--- src/rtl/axi_rd_pkg.sv ---
// Shared codes and FSM state type for the AXI read slave.
package axi_rd_pkg;

    localparam logic [1:0] BURST_FIXED = 2'b00;
    localparam logic [1:0] BURST_INCR  = 2'b01;
    localparam logic [1:0] BURST_WRAP  = 2'b10;
    localparam logic [1:0] BURST_RSVD  = 2'b11;

    localparam logic [1:0] RESP_OKAY   = 2'b00;
    localparam logic [1:0] RESP_SLVERR = 2'b10;

    localparam logic [3:0] REGION_IRAM = 4'd1;
    localparam logic [3:0] REGION_WRAM = 4'd2;

    typedef enum logic [1:0] {
        ST_IDLE  = 2'd0,
        ST_BURST = 2'd1,
        ST_DRAIN = 2'd2
    } rd_state_e;

    // Bursts this slave cannot serve are answered with SLVERR beats and no RAM access.
    function automatic logic burst_is_err(input logic [2:0] size, input logic [1:0] burst,
                                          input logic [3:0] region, input logic [7:0] len);
        logic bad_wrap_len;
        bad_wrap_len = !(len == 8'd1 || len == 8'd3 || len == 8'd7 || len == 8'd15);
        return (size > 3'd2) || (burst == BURST_RSVD) ||
               !(region == REGION_IRAM || region == REGION_WRAM) ||
               (burst == BURST_WRAP && bad_wrap_len);
    endfunction

endpackage

--- src/rtl/axi_read_inft_if.sv ---
// AXI read address and read data channels.
interface axi_read_inft_if #(
    parameter int ADDR_W = 11,
    parameter int DATA_W = 32,
    parameter int ID_W   = 8
);
    logic [ID_W-1:0]   ARID;
    logic [ADDR_W-1:0] ARADDR;
    logic [7:0]        ARLEN;
    logic [2:0]        ARSIZE;
    logic [1:0]        ARBURST;
    logic [3:0]        ARREGION;
    logic              ARVALID;
    logic              ARREADY;
    logic [ID_W-1:0]   RID;
    logic [DATA_W-1:0] RDATA;
    logic [1:0]        RRESP;
    logic              RLAST;
    logic              RVALID;
    logic              RREADY;

    modport master (
        output ARID, ARADDR, ARLEN, ARSIZE, ARBURST, ARREGION, ARVALID, RREADY,
        input  ARREADY, RID, RDATA, RRESP, RLAST, RVALID
    );

    modport slave (
        input  ARID, ARADDR, ARLEN, ARSIZE, ARBURST, ARREGION, ARVALID, RREADY,
        output ARREADY, RID, RDATA, RRESP, RLAST, RVALID
    );
endinterface

--- src/rtl/axi_rd_addr_gen.sv ---
// Next beat address for FIXED / INCR / WRAP bursts.
module axi_rd_addr_gen
    import axi_rd_pkg::*;
#(
    parameter int ADDR_W = 11
) (
    input  logic [ADDR_W-1:0] addr,
    input  logic [2:0]        size,
    input  logic [7:0]        len,
    input  logic [1:0]        burst,
    output logic [ADDR_W-1:0] next_addr
);
    logic [ADDR_W-1:0] step;
    logic [ADDR_W-1:0] incr;
    logic [ADDR_W-1:0] wrap_mask;

    always_comb begin
        step      = ADDR_W'(1) << size;
        incr      = addr + step;
        // Wrap block is (len+1)*step bytes; len is already restricted to 2^n-1.
        wrap_mask = ((ADDR_W'(len) + ADDR_W'(1)) << size) - ADDR_W'(1);
        case (burst)
            BURST_FIXED: next_addr = addr;
            BURST_WRAP:  next_addr = (addr & ~wrap_mask) | (incr & wrap_mask);
            BURST_INCR:  next_addr = incr;
            default:     next_addr = incr;
        endcase
    end
endmodule

--- src/rtl/axi_read_inft.sv ---
// AXI read slave in front of a 1-cycle-latency internal RAM, one burst at a time.
//   state    | meaning
//   ST_IDLE  | ARREADY high, waiting for an address
//   ST_BURST | issuing RAM reads (or SLVERR beats) as FIFO room allows
//   ST_DRAIN | all beats issued, waiting for the RLAST handshake
module axi_read_inft
    import axi_rd_pkg::*;
#(
    parameter int ADDR_W = 11,
    parameter int DATA_W = 32,
    parameter int ID_W   = 8
) (
    input  logic              clk,
    input  logic              rst_n,
    axi_read_inft_if.slave    axi,
    output logic              ram_rd_en,
    output logic [ADDR_W-1:0] ram_rd_addr,
    output logic [1:0]        ram_rd_region,
    input  logic [DATA_W-1:0] ram_rd_data
);
    rd_state_e         state_q, state_d;
    logic              arready_q, arready_d;
    logic [ID_W-1:0]   id_q, id_d;
    logic [ADDR_W-1:0] addr_q, addr_d, addr_nxt;
    logic [7:0]        len_q, len_d;
    logic [7:0]        beat_q, beat_d;
    logic [2:0]        size_q, size_d;
    logic [1:0]        burst_q, burst_d;
    logic [1:0]        region_q, region_d;
    logic              err_q, err_d;
    logic              inflight_q, inflight_d;
    logic              inflight_last_q, inflight_last_d;
    logic [DATA_W-1:0] fifo_data_q [2];
    logic [DATA_W-1:0] fifo_data_d [2];
    logic [1:0]        fifo_last_q, fifo_last_d;
    logic              wr_ptr_q, wr_ptr_d;
    logic              rd_ptr_q, rd_ptr_d;
    logic [1:0]        occ_q, occ_d;
    logic [1:0]        occ_after_pop;
    logic              pop, push, issue, push_last;
    logic [DATA_W-1:0] push_data;

    axi_rd_addr_gen #(.ADDR_W(ADDR_W)) u_addr_gen (
        .addr      (addr_q),
        .size      (size_q),
        .len       (len_q),
        .burst     (burst_q),
        .next_addr (addr_nxt)
    );

    always_comb begin
        pop           = (occ_q != 2'd0) && axi.RREADY;
        occ_after_pop = occ_q - {1'b0, pop};
        // A beat is issued only if it will have a FIFO slot when its data lands.
        issue         = (state_q == ST_BURST) && ((occ_after_pop + {1'b0, inflight_q}) < 2'd2);
        ram_rd_en     = issue && !err_q;
        push          = inflight_q || (issue && err_q);
        push_data     = inflight_q ? ram_rd_data : '0;
        push_last     = inflight_q ? inflight_last_q : (beat_q == 8'd0);

        state_d         = state_q;
        arready_d       = 1'b0;
        id_d            = id_q;
        addr_d          = addr_q;
        len_d           = len_q;
        beat_d          = beat_q;
        size_d          = size_q;
        burst_d         = burst_q;
        region_d        = region_q;
        err_d           = err_q;
        inflight_d      = ram_rd_en;
        inflight_last_d = (beat_q == 8'd0);
        fifo_data_d     = fifo_data_q;
        fifo_last_d     = fifo_last_q;
        if (push) begin
            fifo_data_d[wr_ptr_q] = push_data;
            fifo_last_d[wr_ptr_q] = push_last;
        end
        wr_ptr_d = wr_ptr_q ^ push;
        rd_ptr_d = rd_ptr_q ^ pop;
        occ_d    = occ_q + {1'b0, push} - {1'b0, pop};

        case (state_q)
            ST_IDLE: begin
                arready_d = 1'b1;
                if (arready_q && axi.ARVALID) begin
                    arready_d = 1'b0;
                    id_d      = axi.ARID;
                    addr_d    = axi.ARADDR;
                    len_d     = axi.ARLEN;
                    beat_d    = axi.ARLEN;
                    size_d    = axi.ARSIZE;
                    burst_d   = axi.ARBURST;
                    region_d  = axi.ARREGION[1:0];
                    err_d     = burst_is_err(axi.ARSIZE, axi.ARBURST, axi.ARREGION, axi.ARLEN);
                    state_d   = ST_BURST;
                end
            end
            ST_BURST: begin
                if (issue) begin
                    if (beat_q == 8'd0) begin
                        state_d = ST_DRAIN;
                    end else begin
                        beat_d = beat_q - 8'd1;
                        addr_d = addr_nxt;
                    end
                end
            end
            ST_DRAIN: begin
                if (pop && fifo_last_q[rd_ptr_q]) begin
                    state_d   = ST_IDLE;
                    arready_d = 1'b1;
                end
            end
            default: state_d = ST_IDLE;
        endcase
    end

    always_ff @(posedge clk) begin
        if (!rst_n) begin
            state_q         <= ST_IDLE;
            arready_q       <= 1'b0;
            id_q            <= '0;
            addr_q          <= '0;
            len_q           <= '0;
            beat_q          <= '0;
            size_q          <= '0;
            burst_q         <= '0;
            region_q        <= '0;
            err_q           <= 1'b0;
            inflight_q      <= 1'b0;
            inflight_last_q <= 1'b0;
            fifo_data_q[0]  <= '0;
            fifo_data_q[1]  <= '0;
            fifo_last_q     <= '0;
            wr_ptr_q        <= 1'b0;
            rd_ptr_q        <= 1'b0;
            occ_q           <= '0;
        end else begin
            state_q         <= state_d;
            arready_q       <= arready_d;
            id_q            <= id_d;
            addr_q          <= addr_d;
            len_q           <= len_d;
            beat_q          <= beat_d;
            size_q          <= size_d;
            burst_q         <= burst_d;
            region_q        <= region_d;
            err_q           <= err_d;
            inflight_q      <= inflight_d;
            inflight_last_q <= inflight_last_d;
            fifo_data_q     <= fifo_data_d;
            fifo_last_q     <= fifo_last_d;
            wr_ptr_q        <= wr_ptr_d;
            rd_ptr_q        <= rd_ptr_d;
            occ_q           <= occ_d;
        end
    end

    assign axi.ARREADY   = arready_q;
    assign axi.RVALID    = (occ_q != 2'd0);
    assign axi.RDATA     = fifo_data_q[rd_ptr_q];
    assign axi.RLAST     = (occ_q != 2'd0) && fifo_last_q[rd_ptr_q];
    assign axi.RID       = id_q;
    assign axi.RRESP     = err_q ? RESP_SLVERR : RESP_OKAY;
    assign ram_rd_addr   = {addr_q[ADDR_W-1:2], 2'b00};
    assign ram_rd_region = region_q;
endmodule

--- src/flat_wrapper.sv ---
// flat-port wrapper written by rule: the top's interface ports become plain ports
module axi_read_inft_flat import axi_rd_pkg::*;
#(
    parameter int ADDR_W = 11,
    parameter int DATA_W = 32,
    parameter int ID_W   = 8
)
  (clk, rst_n, ram_rd_en, ram_rd_addr, ram_rd_region, ram_rd_data, axi_ARID, axi_ARADDR, axi_ARLEN, axi_ARSIZE, axi_ARBURST, axi_ARREGION, axi_ARVALID, axi_RREADY, axi_ARREADY, axi_RID, axi_RDATA, axi_RRESP, axi_RLAST, axi_RVALID);
  axi_read_inft_if #(.ADDR_W(ADDR_W), .DATA_W(DATA_W), .ID_W(ID_W)) axi_i ();
  input  logic clk;
  input  logic rst_n;
  output logic ram_rd_en;
  output logic [ADDR_W-1:0] ram_rd_addr;
  output logic [1:0] ram_rd_region;
  input  logic [DATA_W-1:0] ram_rd_data;
  input wire logic [$bits(axi_i.ARID)-1:0] axi_ARID;
  input wire logic [$bits(axi_i.ARADDR)-1:0] axi_ARADDR;
  input wire logic [$bits(axi_i.ARLEN)-1:0] axi_ARLEN;
  input wire logic [$bits(axi_i.ARSIZE)-1:0] axi_ARSIZE;
  input wire logic [$bits(axi_i.ARBURST)-1:0] axi_ARBURST;
  input wire logic [$bits(axi_i.ARREGION)-1:0] axi_ARREGION;
  input wire logic [$bits(axi_i.ARVALID)-1:0] axi_ARVALID;
  input wire logic [$bits(axi_i.RREADY)-1:0] axi_RREADY;
  output wire logic [$bits(axi_i.ARREADY)-1:0] axi_ARREADY;
  output wire logic [$bits(axi_i.RID)-1:0] axi_RID;
  output wire logic [$bits(axi_i.RDATA)-1:0] axi_RDATA;
  output wire logic [$bits(axi_i.RRESP)-1:0] axi_RRESP;
  output wire logic [$bits(axi_i.RLAST)-1:0] axi_RLAST;
  output wire logic [$bits(axi_i.RVALID)-1:0] axi_RVALID;
  assign axi_i.ARID = axi_ARID;
  assign axi_i.ARADDR = axi_ARADDR;
  assign axi_i.ARLEN = axi_ARLEN;
  assign axi_i.ARSIZE = axi_ARSIZE;
  assign axi_i.ARBURST = axi_ARBURST;
  assign axi_i.ARREGION = axi_ARREGION;
  assign axi_i.ARVALID = axi_ARVALID;
  assign axi_i.RREADY = axi_RREADY;
  assign axi_ARREADY = axi_i.ARREADY;
  assign axi_RID = axi_i.RID;
  assign axi_RDATA = axi_i.RDATA;
  assign axi_RRESP = axi_i.RRESP;
  assign axi_RLAST = axi_i.RLAST;
  assign axi_RVALID = axi_i.RVALID;
  axi_read_inft #(.ADDR_W(ADDR_W), .DATA_W(DATA_W), .ID_W(ID_W)) u_core (.clk(clk), .rst_n(rst_n), .axi(axi_i), .ram_rd_en(ram_rd_en), .ram_rd_addr(ram_rd_addr), .ram_rd_region(ram_rd_region), .ram_rd_data(ram_rd_data));
endmodule
--- config.mk ---
export PLATFORM = sky130hd
export DESIGN_NAME = axi_read_inft_flat
export DESIGN_NICKNAME = d
export VERILOG_FILES = /design/src/rtl/axi_rd_pkg.sv /design/src/rtl/axi_read_inft_if.sv /design/src/rtl/axi_rd_addr_gen.sv /design/src/rtl/axi_read_inft.sv /design/src/flat_wrapper.sv
export SDC_FILE = /design/constraint.sdc
export NUM_CORES = 1
export LEC_CHECK = 0
export ABC_CLOCK_PERIOD_IN_PS = 4950
export CORE_ASPECT_RATIO = 1.4
export CORE_MARGIN = 2
export CORE_UTILIZATION = 30
export DETAILED_ROUTE_END_ITERATION = 8
export MAX_ROUTING_LAYER = met4
export PLACE_DENSITY = 0.55
export SYNTH_ARGS = -nofsm -noshare
export SYNTH_HDL_FRONTEND = slang
export SYNTH_SLANG_ARGS = --single-unit
--- constraint.sdc ---
create_clock -name clk -period 4.95 [get_ports clk]
set_input_delay 0.99 -clock clk [delete_from_list [all_inputs] [get_ports clk]]
set_output_delay 0.99 -clock clk [all_outputs]
set_load 0.01 [all_outputs]
# Word level (Yosys, flattened, before mapping)
# Index checks and enable logic that the tools add are counted.
totals:
  elab_cells: 122
  inputBits: 72
  regBits: 118
  out_inout_bits: 59
classes:
  order_cmp: 8
  shifts: 2
  n_reduce_logical: 30
  n_addsub: 8
  n_bitwise: 8
  mux: 31
  eq_ne: 17
ops:
  columns: ["operator", "n"]
  rows:
  - ["32-bit two-way mux", 5]
  - ["64-bit bitwise mux", 1]
  - ["11-bit one-hot mux with 2 select lines", 2]
  - ["11-bit two-way mux", 3]
  - ["32-bit demux with 1-bit select", 1]
  - ["8-bit two-way mux", 3]
  - ["11-bit bitwise AND", 2]
  - ["8-bit one-hot mux with 2 select lines", 1]
  - ["11-bit adder", 1]
  - ["11-bit inverter", 1]
  - ["11-bit bitwise OR", 1]
  - ["1-bit by 3-bit << shifter with 11-bit output, first input constant", 1]
  - ["9-bit by 3-bit << shifter with 11-bit output", 1]
  - ["11-bit by 1-bit subtractor with 11-bit output, second input constant", 1]
  - ["1-bit logical AND", 10]
  - ["2-bit two-way mux", 5]
  - ["8-bit by 1-bit adder with 9-bit output, second input constant", 1]
  - ["2-bit equality test, second input constant", 4]
  - ["8-bit by 1-bit equality test with 1-bit output, second input constant", 1]
  - ["8-bit by 2-bit equality test with 1-bit output, second input constant", 1]
  - ["8-bit by 3-bit equality test with 1-bit output, second input constant", 1]
  - ["8-bit by 4-bit equality test with 1-bit output, second input constant", 1]
  - ["8-bit logical NOT", 1]
  - ["1-bit logical OR", 8]
  - ["27 further kinds", 47]

# Longest topological paths before layout
logic_depth:
  ltp_word: 10
  ltp_mapped: 14
  ltp_nobuf: 12

# Cells and area by module
# From an unflattened synthesis, not the netlist that was laid out.
hier_totals:
  cells_unflattened: 846
  area_unflattened_um2: 6919.1
by_module_without_submodules:
  columns: ["module", "seq_area_each_um2", "cells_per_inst", "instances", "area_per_inst_um2"]
  rows:
  - ["axi_read_inft", 2362.3, 638, 1, 5396.4]
  - ["axi_rd_addr_gen", 0.0, 208, 1, 1522.7]

# Worst setup path before layout
# OpenSTA, ideal clock, no wires.
synth_path:
  kind: "input -> output"
  from: "input axi_RREADY"
  to: "output ram_rd_en"
  arrival_time_ns: 2.045
  t_required_ns: 3.960
  path_buffers: 0
  path_slack_ns: 1.915
  path_stages: 6
  cell_sequence: "and2_1 ha_1 xor2_1 xnor2_1 nand2_1 nor2_1"
synth_between:
  elab_chain_len: 6
synth_lines:
  columns: ["element", "line_no", "text"]
  rows:
  - ["start, declared", "flat_wrapper.sv:23", "input wire logic [$bits(axi_i.RREADY)-1:0] axi_RREADY;"]
  - ["1-bit logical AND", "axi_read_inft.sv:52", "pop = (occ_q != 2'd0) && axi.RREADY;"]
  - ["2-bit by 1-bit subtractor with 2-bit output", "axi_read_inft.sv:53", "occ_after_pop = occ_q - {1'b0, pop};"]
  - ["2-bit by 1-bit adder with 2-bit output", "axi_read_inft.sv:55", "issue = (state_q == ST_BURST) && ((occ_after_pop + {1'b0, inflight_q}) < 2'd2);"]
  - ["2-bit < comparator", "axi_read_inft.sv:55", null]
  - ["1-bit logical AND", "axi_read_inft.sv:55", null]
  - ["1-bit logical AND", "axi_read_inft.sv:56", "ram_rd_en = issue && !err_q;"]
  - ["end, declared", "flat_wrapper.sv:12", "output logic ram_rd_en;"]
# No other way between the ends.

# Final worst setup path
# Ends and elaborated chain as after synthesis.

==> impl_results.md <==
* Result of the run: finished, final reports clean
* Resized Gates After CTS at 0
* Area of the multi-input gates at 4280 sq um
* Count of clock tree sinks at 118
* H-tree depth at 4
* Antenna cells at 0
* Most used flip-flop cell after synthesis: dfxtp_1
* Sequential fraction of the synthesis area at 0.332
* Launching element type of the critical path: input port
* Synth top area share at 0.332
* Post-route clock skew at 0.0295 ns
* Post-synth ARST share at 0
* Clock-pin transition on the worst setup and hold timing paths at about 0.05 ns
* Static Leak at 3.17 nW
* Tmin final at 4.16 ns
* Power Dens Cells at 382 nW/um^2
* Delay of the slowest critical-path stage at approximately 0.6 ns
* Estimated wirelength of the detail-placed design at 13.8 mm
* First-pass GRT wire length at 31.9 mm
* Placer congestion estimate at 0.836
* Clock insertion delay at the later pin of the skew report at about 0.42 ns
* Slowest cell on crit path: clkdlybuf4s50_1
* Worst R2R Setup Slack at 1.51 ns
* Clock Tree Buf Depth at 2
* Clock buffer count from CTS at 17
* Number of global-route vias before repair at about 6,200
* Ranking of synthesized cells by area: dfxtp_1 (33%), a21boi_0 (9.3%), nand2b_1 (6.4%), nand3_1 (6.1%), mux2_2 (5.1%)
* Layout cells sized above 1 at 0.110
* Final sum of negative setup slack at 0 ns
* Core footprint at 23,300 sq um
* I/O pin cnt at between 100 and 150
* CP Capture Type: output port
* Crit path max-delay family: buffers and inverters
* Count of unique library cells instantiated by Yosys at 79
* Initial antenna violation count at 0
* Yosys Warn Count at 0
* Total count of hold-check failures in the final report at 0
* Reported max-cap violation count at 0
* Most area-hungry cell type in the Yosys netlist: dfxtp_1
* Peak ir drop on the vdd network at 0.280 mV
* Die X at roughly 130 um
* Routed WL at between 15 and 20 mm
* TritonCTS clock tree: built
* Hold bufs inserted after CTS at 0
* Kind of path behind the tightest hold check: reg -> reg
* GR Overflow Total at 0
* Worst-case setup slack after placement at 0.758 ns
* Count of buffers inserted at the top-level ports at roughly 130
* Final WS setup at between 0.7 and 0.8 ns
* Unrepaired setup endpoints after global routing: no
* Total GRT Usage at 0.166
* Pin count of the biggest net entering global routing at 67
* Count of vias placed by the detailed router at 6,143
* Synth Area per Inst at between 8 and 9 sq um
* Worst-Margin Slew at 1.01 ns
* Die height at 186 um
* Critical Path Most Common Cell: clkdlybuf4s50_1
* Synthesis-to-finish area growth at 27.4%
* Total buffers and inverters traversed by the critical path at 2
* Remaining antenna violation count after routing at 0
* Effective utilization at floorplan at 0.306
* Start-to-end type of the worst setup path: in -> out
* Post-CTS setup buffer count at 0
* Number of flops mapped to enable cells by yosys at 0
* Residual DRC count at 0
* Footprint of the flip-flops and latches at approximately 2400 sq um
* Length of the first detailed-routing pass in iterations at 4
* Cell area after synthesis at between 7000 and 8000 sq um
* Cells along the critical path: clkdlybuf4s50_1 > and2_1 > ha_1 > xor2_1 > xnor2_1 > nand2_1 > nor2_1 > clkdlybuf4s50_1
* Routed wire length per instance at 15.6 um
* Ratio of final minimum period to clock period at 0.840
* Vias/cell at 4.87
* Total number of nets in the final design at 1,032
* Count of pins over their slew limit at 0
* Max Clock Freq at 0.240 GHz
* Total of endpoints with negative setup slack in the final report at 0
* Worst-case headroom to the max-slew limit at 0.329
* FP Rows at 66
* Count of state elements after synthesis at 118
* Critical Path RT at 3.96 ns
* Area enclosed by the die boundary at 25,000 sq um
* Clock root buffer: clkbuf_16
* Fill cell instance count of the final layout at 2,431
* Post-Syn Instances at 859
* Iter 0 DRT Violations at 344
* Worst EP arrival at 3.17 ns
* Maximum net fanout on the critical path at 4
[cells in the mapped netlist (all sizes together) (3+ instances only)]
| cell | instances |
|---|---|
| mux2 | 32 |
| dfxtp | 118 |
| a22oi | 4 |
| nor2 | 44 |
| o221a | 4 |
| nand2 | 90 |
| clkbuf | 49 |
| ha | 17 |
| a211oi | 5 |
| mux2i | 7 |
| xnor2 | 17 |
| o211ai | 5 |
| nand3 | 88 |
| inv | 18 |
| a311oi | 3 |
| buf | 27 |
| a21boi | 88 |
| nand3b | 3 |
| nor4 | 5 |
| and2b | 3 |
| or3 | 10 |
| nor3 | 13 |
| and3 | 5 |
| and2 | 9 |
| nand2b | 73 |
| a31oi | 7 |
| o211a | 4 |
| o2111ai | 4 |
| nor2b | 8 |
| a21o | 3 |
| o21ai | 30 |
| a21oi | 28 |
| xor2 | 7 |
[metrics by stage]
| stage | instances | power (mW) | area [sq um] | hold WS (ns) | util |
|---|---|---|---|---|---|
| detailed placement | 1229 | 2.20 | 8450 | 0.456 | 0.363 |
| floorplan | 861 | 1.89 | 7130 | 0.452 | - |
| finish | 1261 | 3.46 | 9070 | 0.460 | 0.390 |
| CTS | 1261 | 3.51 | 9070 | 0.464 | 0.390 |
| global placement | 1229 | 2.20 | 8450 | 0.453 | 0.363 |
| global route | 1261 | 3.68 | 9070 | 0.485 | 0.390 |
[path summary, 6_finish.rpt]
check	cells after the start	endpoint	startpoint
worst min-delay path	2	u_core.axi.RID[5]	u_core.axi.RID[5]
worst max-delay path	8	ram_rd_en	axi_RREADY
worst max register to register	12	flop	u_core.len_q[0]
worst min register to register	2	u_core.axi.RID[5]	u_core.axi.RID[5]
[state kept, by name, summed over array words and instances (netlist names), named ones only]
name / flops
u_core.fifo_last_q: 2
u_core.beat_q: 8
u_core.err_q: 1
u_core.burst_q: 2
u_core.len_q: 8
u_core.inflight_last_q: 1
u_core.wr_ptr_q: 1
u_core.state_q: 2
u_core.occ_q: 2
u_core.inflight_q: 1
u_core.axi.ARREADY: 1
u_core.axi.RID: 8
u_core.fifo_data_q: 64
u_core.size_q: 3
u_core.ram_rd_region: 2
u_core.rd_ptr_q: 1
[cells in the final DEF (no fill, tap or decap), drive strengths merged, types with 4 or more instances in the layout]
cell type      instances
clkdlybuf4s50        126
dfxtp                118
nand2                 90
a21boi                88
nand3                 88
nand2b                73
nor2                  44
mux2                  32
o21ai                 30
a21oi                 28
inv                   20
clkbuf                19
xnor2                 17
ha                    17
nor3                  13
buf                   12
or3                   10
and2                   9
nor2b                  8
mux2i                  7
a31oi                  7
xor2                   7
o211ai                 5
clkinv                 5
and3                   5
nor4                   5
a211oi                 5
o2111ai                4
o211a                  4
a22oi                  4
o221a                  4
[metal layers]
layer	routed length, um	track usage	vias to the layer above
li1	-	-	3165
met3	1350	0.0526	9
met5	0	-	-
met1	8200	0.183	2820
met4	142	0.0467	0
met2	10000	0.287	149
[power by group]
part / leakage (nW) / internal (mW) / total (mW) / switching (mW)
sequential: 0.957 / 1.03 / 1.14 / 0.101
clock: 0.290 / 0.812 / 1.29 / 0.477
combinational: 1.93 / 0.461 / 1.04 / 0.578
[layout make-up]
cell class	instances	area share
clock buffer	19	0.0488
clock inverter	13	0.0192
inverter	18	0.00745
multi-input combinational	649	0.472
sequential	118	0.261
tap	306	0.0422
timing repair buffer	138	0.150
[kinds of logic (layout without fill, tap and decap cells)]
family,after synthesis,in the layout,share of synthesized area
compound gates,207,207,0.213
mux,39,39,0.0605
xor+xnor,24,24,0.0316
buf+inv,94,188,0.0698
simple gates,358,358,0.260
other cells,1,3,0.000527
fa+ha+maj,18,18,0.0327
flops,118,118,0.332
[worst min-delay path: stages (launching register included)]
cell	delay [ns]
dfxtp_1	0.30
nand2_1	0.04
a21boi_0	0.06
(Power assumes the default switching activity.)
